### src/rtl/bat_amateur_mem_dump.sv
// Program-memory readback engine for the BatAmateur CPU: halts the CPU, reads an
// inclusive (wrapping) address range from RAM and streams it out with a running checksum.
module bat_amateur_mem_dump #(
    parameter int ADDRESS_WIDTH = 16,
    parameter int DATA_WIDTH    = 16
) (
    input  logic                     CLK,
    input  logic                     RESET,
    input  logic                     START,
    input  logic                     ABORT,
    input  logic [ADDRESS_WIDTH-1:0] START_ADDR,
    input  logic [ADDRESS_WIDTH-1:0] END_ADDR,
    output logic                     HALT,
    output logic                     RAM_EN,
    output logic                     RAM_RW,
    output logic [ADDRESS_WIDTH-1:0] ADDRESS_BUS,
    input  logic [DATA_WIDTH-1:0]    RAM_DATA,
    output logic                     DUMP_VALID,
    input  logic                     DUMP_READY,
    output logic [DATA_WIDTH-1:0]    DUMP_DATA,
    output logic [ADDRESS_WIDTH-1:0] DUMP_ADDR,
    output logic                     BUSY,
    output logic                     DONE,
    output logic [DATA_WIDTH-1:0]    CHECKSUM
);

    typedef enum logic [2:0] {
        S_IDLE,
        S_ISSUE,
        S_WAIT,
        S_PRESENT,
        S_FINISH
    } state_t;

    state_t                   state;
    state_t                   state_next;
    logic [ADDRESS_WIDTH-1:0] addr;
    logic [ADDRESS_WIDTH-1:0] end_addr;
    logic                     xfer;
    logic                     last_word;

    // ABORT outranks a handshake landing on the same edge.
    assign xfer      = (state == S_PRESENT) && DUMP_READY && !ABORT;
    assign last_word = (addr == end_addr);

    // NOTE: sequential state uses non-blocking assignments so every register
    // samples the pre-edge values of its neighbours, matching real flip-flops.
    always_ff @(posedge CLK or negedge RESET) begin
        if (!RESET) begin
            state <= S_IDLE;
        end else begin
            state <= state_next;
        end
    end

    // NOTE: every output of this block gets a default first, so no path leaves
    // a signal unassigned and no latch is inferred.
    always_comb begin
        state_next = state;
        if (state != S_IDLE && ABORT) begin
            state_next = S_IDLE;
        end else begin
            unique case (state)
                S_IDLE:    if (START) state_next = S_ISSUE;
                S_ISSUE:   state_next = S_WAIT;
                S_WAIT:    state_next = S_PRESENT;
                S_PRESENT: if (xfer) state_next = last_word ? S_FINISH : S_ISSUE;
                S_FINISH:  state_next = S_IDLE;
                default:   state_next = S_IDLE;
            endcase
        end
    end

    always_comb begin
        HALT        = (state != S_IDLE);
        BUSY        = (state != S_IDLE);
        RAM_EN      = (state == S_ISSUE);
        RAM_RW      = (state == S_ISSUE);
        ADDRESS_BUS = '0;
        DUMP_VALID  = (state == S_PRESENT);
        DONE        = (state == S_FINISH);
        if (state == S_ISSUE) ADDRESS_BUS = addr;
    end

    // NOTE: the datapath registers are plain flops (not a memory array), so they
    // all take the asynchronous reset and read back as zero straight out of reset.
    always_ff @(posedge CLK or negedge RESET) begin
        if (!RESET) begin
            addr      <= '0;
            end_addr  <= '0;
            DUMP_DATA <= '0;
            DUMP_ADDR <= '0;
            CHECKSUM  <= '0;
        end else begin
            unique case (state)
                S_IDLE: begin
                    if (START) begin
                        addr     <= START_ADDR;
                        end_addr <= END_ADDR;
                        CHECKSUM <= '0;
                    end
                end
                S_WAIT: begin
                    // RAM answers one cycle after the ISSUE address cycle.
                    DUMP_DATA <= RAM_DATA;
                    DUMP_ADDR <= addr;
                end
                S_PRESENT: begin
                    if (xfer) begin
                        CHECKSUM <= CHECKSUM + DUMP_DATA;
                        if (!last_word) addr <= addr + 1'b1;
                    end
                end
                default: ;
            endcase
        end
    end

endmodule

### config.mk
export PLATFORM = sky130hd
export DESIGN_NAME = bat_amateur_mem_dump
export DESIGN_NICKNAME = d
export VERILOG_FILES = /design/src/rtl/bat_amateur_mem_dump.sv
export SDC_FILE = /design/constraint.sdc
export NUM_CORES = 1
export LEC_CHECK = 0
export ABC_CLOCK_PERIOD_IN_PS = 4100
export BUFFER_PORTS_ARGS = -buffer_cell sky130_fd_sc_hd__buf_2
export CORE_ASPECT_RATIO = 0.75
export CORE_UTILIZATION = 40
export DETAILED_ROUTE_END_ITERATION = 16
export GPL_TIMING_DRIVEN = 0
export SYNTH_ARGS = -nofsm -noshare
export SYNTH_HDL_FRONTEND = slang
export SYNTH_SLANG_ARGS = --single-unit
export TNS_END_PERCENT = 100
### constraint.sdc
create_clock -name CLK -period 4.1 [get_ports CLK]
set_input_delay 0.615 -clock CLK [delete_from_list [all_inputs] [get_ports CLK]]
set_output_delay 0.615 -clock CLK [all_outputs]
set_load 0.05 [all_outputs]
* After elaboration in Yosys (flattened, before gate mapping)
Cells that the tools add are included.
Operators by class: add/sub/neg operators 2, eq/ne operators 10, mux-type cells 13, reductions and logical operators 11
Operator list (count):
- $mux 16 | 6
- $pmux 16 s2 | 2
- $add 16x1->16 const B | 1
- $add 16x16->16 | 1
- $eq 16x16->1 | 1
- $mux 3 | 4
- $pmux 3 s4 | 1
- $eq 3x2->1 const B | 2
- $ne 2x2->1 const B | 2
- $reduce_and 2->1 | 2
- $reduce_and 4->1 | 1
- $eq 3x1->1 const B | 1
- $eq 3x3->1 const B | 1
- $logic_and 1x1->1 | 3
- $logic_not 3->1 | 1
- $ne 3x1->1 const B | 1
- $ne 3x3->1 const B | 1
- $reduce_and 3->1 | 1
- $reduce_bool 3->1 | 1
- $ne 2x1->1 const B | 1
- $reduce_bool 2->1 | 1
- $logic_not 1->1 | 1
Storage, ports and cells: register bits 83, input bits 53, output and inout bits 70, word-level logic and storage cells 42

* Depth between registers and ports, before layout
word-level depth 6, depth in mapped cells 10, mapped depth without buffers 9

* Least setup slack after synthesis
No wires, ideal clock.
path kind register to output, from register state[2], to output ADDRESS_BUS[10], data arrival time 2.041 ns, data required time 3.485 ns, setup slack 1.444 ns, stages on the path, launching flop included 5, path buffers 2, path through dfrtp_1 -> buf_2 -> nor3b_1 -> clkbuf_1 -> and2_1
Between the ends: word-level cells in the longest chain between the ends 2
Ends and longest elaborated chain:
- start: declaration | RTL line 35 | state_t state;
- start signal: assignment | RTL line 52 | state <= state_next;
- $eq 3x1->1
- via RAM_EN | RTL line 14 | output logic RAM_EN,
- $mux 16 | RTL line 82 | if (state == S_ISSUE) ADDRESS_BUS = addr;
- end: declaration | RTL line 16 | output logic [ADDRESS_WIDTH-1:0] ADDRESS_BUS,
The timed path passes the listed nets, and every way through them passes these cells.

* Worst setup path after layout
from register state[2], to output ADDRESS_BUS[8]
Between the ends: word-level cells in the longest chain between the ends 2
Ends and longest elaborated chain (RTL line):
- $eq 3x1->1 | 82
- $mux 16 | 82
Every way passes these cells.

==> summary.txt <==
======================================================================================
Worst path arrival time                                                        2390 ps
Total of hold buffers inserted after clock tree synthesis                            0
Antenna violation net count after detailed routing                                   0
Worst vdd rail ir drop                                                        0.406 mV
Min-Delay Path Class                                                      primary input to asynchronous set/reset pin
Max-cap violations                                                                   0
Residual DRC                                                                         6
Commonest register cell after synthesis                                   sky130_fd_sc_hd__dfrtp_1
Register-to-register path setup slack                                          1450 ps
Unrepaired setup endpoints after global routing                                  false
Worst Reg-to-Reg Cells                                                               9
Core area                                                                    11000 um2
Skew final                                                                     5.76 ps
Critical path endpoint category                                            output port
Mean routed wirelength per cell                                                16.7 um
Number of distinct standard cells referenced by the synthesized netlist             52
Clk buf depth                                                                        2
Share of cells above drive strength 1                                            0.385
DRT Pass-1 Iters                                                                    11
Result of the run                                                         complete, but fails checks
Cell Area, Synth                                                              4570 um2
Setup-violating endpoint count in the final report                                   0
Routed via count divided by cell count                                            5.45
I/O pin cnt                                                                        123
Area of the die                                                              11900 um2
Yosys top cell area share                                                        0.454
Cells resized by post-CTS repair                                                     0
Std cell rows                                                                       33
Cell type with the highest aggregate area in the netlist                  sky130_fd_sc_hd__dfrtp_1
Pin count of the biggest net entering global routing                                59
Power per cell area                                                         898 nW/um2
Setup TNS                                                                         0 ps
Data required time at the worst endpoint                                       3480 ps
Width of the die                                                                125 um
Worst slew slack as a fraction of its limit                                      0.396
Global-route wire length before repair                                        18900 um
Die extent in y                                                                94.6 um
Clock slew at the register clock pins of the worst setup and hold paths          60 ps
Insertion delay of the later-clocked pin in the worst-skew pair                 340 ps
Routability Congestion                                                           0.856
Root buffer cell                                                          sky130_fd_sc_hd__clkbuf_16
Startpoint type of the worst setup path                                      flip-flop
Final cell utilization of the core                                               0.515
Slew @ Worst Pin                                                                904 ps
Clk sink count                                                                      83
Leakage power summed over all cells                                            2.80 nW
Number of antenna cells inserted                                                     0
Initial detailed-routing violation count                                           263
Leading post-synthesis cells by cell area                                 sky130_fd_sc_hd__dfrtp_1 (45%), sky130_fd_sc_hd__mux2_2 (12%), sky130_fd_sc_hd__ha_1 (4.4%)
Post-layout minimum cycle time                                                 3010 ps
Total clock buffers created by CTS                                                   9
Nets                                                                               629
CTS H-Tree Depth                                                                     3
Number of pins with negative max-slew slack in the final report                      0
Timing-limited maximum frequency                                             0.333 GHz
Sequential share of the synthesized area                                         0.454
Async SR Flop Fraction                                                            1.00
Hold violation count in the final report                                             0
Number of antenna violations at the first check in global routing                    0
Post-Route Hold Slack                                                           181 ps
Count of vias placed by the detailed router                                       3838
Violated checks                                                           design-rule violations
Syn Inst Count                                                                     425
Most common cell after layout, fill and taps aside                        sky130_fd_sc_hd__buf_2
Total Routing Usage GR                                                           0.207
Post-route fraction of the period consumed by the critical path                  0.733
Mapped Nets                                                                        495
Seq cells post-synth                                                                83
Number of enable-type register cells in the synthesized netlist                      0
HPWL after detailed placement                                                  8910 um
Effective utilization at floorplan                                               0.415
Maximum fanout count along the critical path                                        11
Grt ovf                                                                              0
Final wirelength                                                              11800 um
Port bufs                                                                          122
Leading cell types in the layout, fill and taps excluded                  sky130_fd_sc_hd__buf_2 (135), sky130_fd_sc_hd__dfrtp_1 (83), sky130_fd_sc_hd__mux2_2 (48)
Count of buffers added by post-CTS timing repair for setup                           0
Synthesized area per cell                                                     10.8 um2
Area added between synthesis and finish                                          24.1%
Power, Total                                                                 0.00510 W
Worst setup path category                                                 flip-flop to output port
Vias in the first global route                                                    3545
Clock tree from TritonCTS                                                          yes
Number of warnings printed during yosys synthesis                                    0
======================================================================================
==> cell type report <==
class,count,area [um2]
Clock buffer,11,233
Inverter,5,18.8
Fill cell,1015,5350
Buffer,28,160
Timing Repair Buffer,123,641
Tap cell,140,175
Clock inverter,5,53.8
Sequential cell,83,2080
Multi-Input combinational cell,309,2320
==> power breakdown <==
| part | switching (W) | leakage [nW] | internal (W) | total, W |
|---|---|---|---|---|
| Combinational | 0.00187 | 1.64 | 0.000947 | 0.00282 |
| Sequential | 0.000310 | 1.01 | 0.00117 | 0.00148 |
| Clock | 0.000324 | 0.143 | 0.000470 | 0.000795 |
==> flip-flops by register name, indices dropped and copies added, names as in the netlist <==
signal,flops
CHECKSUM,16
DUMP_ADDR,16
DUMP_DATA,16
addr,16
end_addr,16
state,3
==> cell families (layout without fill, tap and decap cells) <==
group	count (synthesis)	in the layout	synth area share
flops	83	83	0.454
buf+inv	33	172	0.0391
fa+ha+maj	17	17	0.0481
compound gates	104	104	0.154
simple gates	112	112	0.132
xor+xnor	27	27	0.0517
mux	49	49	0.120
==> metrics by stage <==
stage	instances	cell area [um2]	setup slack (ps)
finish	704	5680	1090
floorplan	425	4570	1440
CTS	704	5680	1040
global placement	687	5360	1430
detailed placement	688	5390	1460
global route	704	5680	917
==> cell usage after synthesis (all sizes together), types with 2 or more instances <==
library cell	n
dfrtp	83
mux2	48
nor2	29
a21oi	28
buf	23
xor2	20
and2	19
o21ai	18
nand2	17
ha	16
a22o	13
nor3	11
a21o	10
nand3	9
o22a	8
xnor2	7
a31oi	5
clkbuf	5
inv	5
nor4	5
a41oi	4
and3	4
nand4	4
o21bai	4
nor3b	3
o22ai	3
or2	3
a211o	2
a211oi	2
and4	2
nand2b	2
o211ai	2
o31ai	2
==> worst paths after layout <==
path / start / endpoint
max: state[2] / ADDRESS_BUS[8]
min: RESET / end_addr[13]
max reg2reg: DUMP_DATA[0] / CHECKSUM[14]
min reg2reg: DUMP_ADDR[9] / DUMP_ADDR[9]
max in group asynchronous: RESET / DUMP_DATA[8]
min in group CLK: ABORT / state[1]
==> metal layers <==
layer	vias up	track usage	share of wire
met5	-	0	0
li1	1816	-	-
met1	1868	0.313	0.52
met4	0	0.0610	0.012
met2	141	0.294	0.41
met3	13	0.0419	0.058
==> critical path, cell delays in order, from the launching register on <==
cell                       delay (ps)
sky130_fd_sc_hd__dfrtp_1          350
sky130_fd_sc_hd__buf_2            150
sky130_fd_sc_hd__nor3b_1          730
sky130_fd_sc_hd__clkbuf_1         370
sky130_fd_sc_hd__and2_1           180
sky130_fd_sc_hd__buf_2            250
No activity file was read; power rests on OpenSTA's default activity.
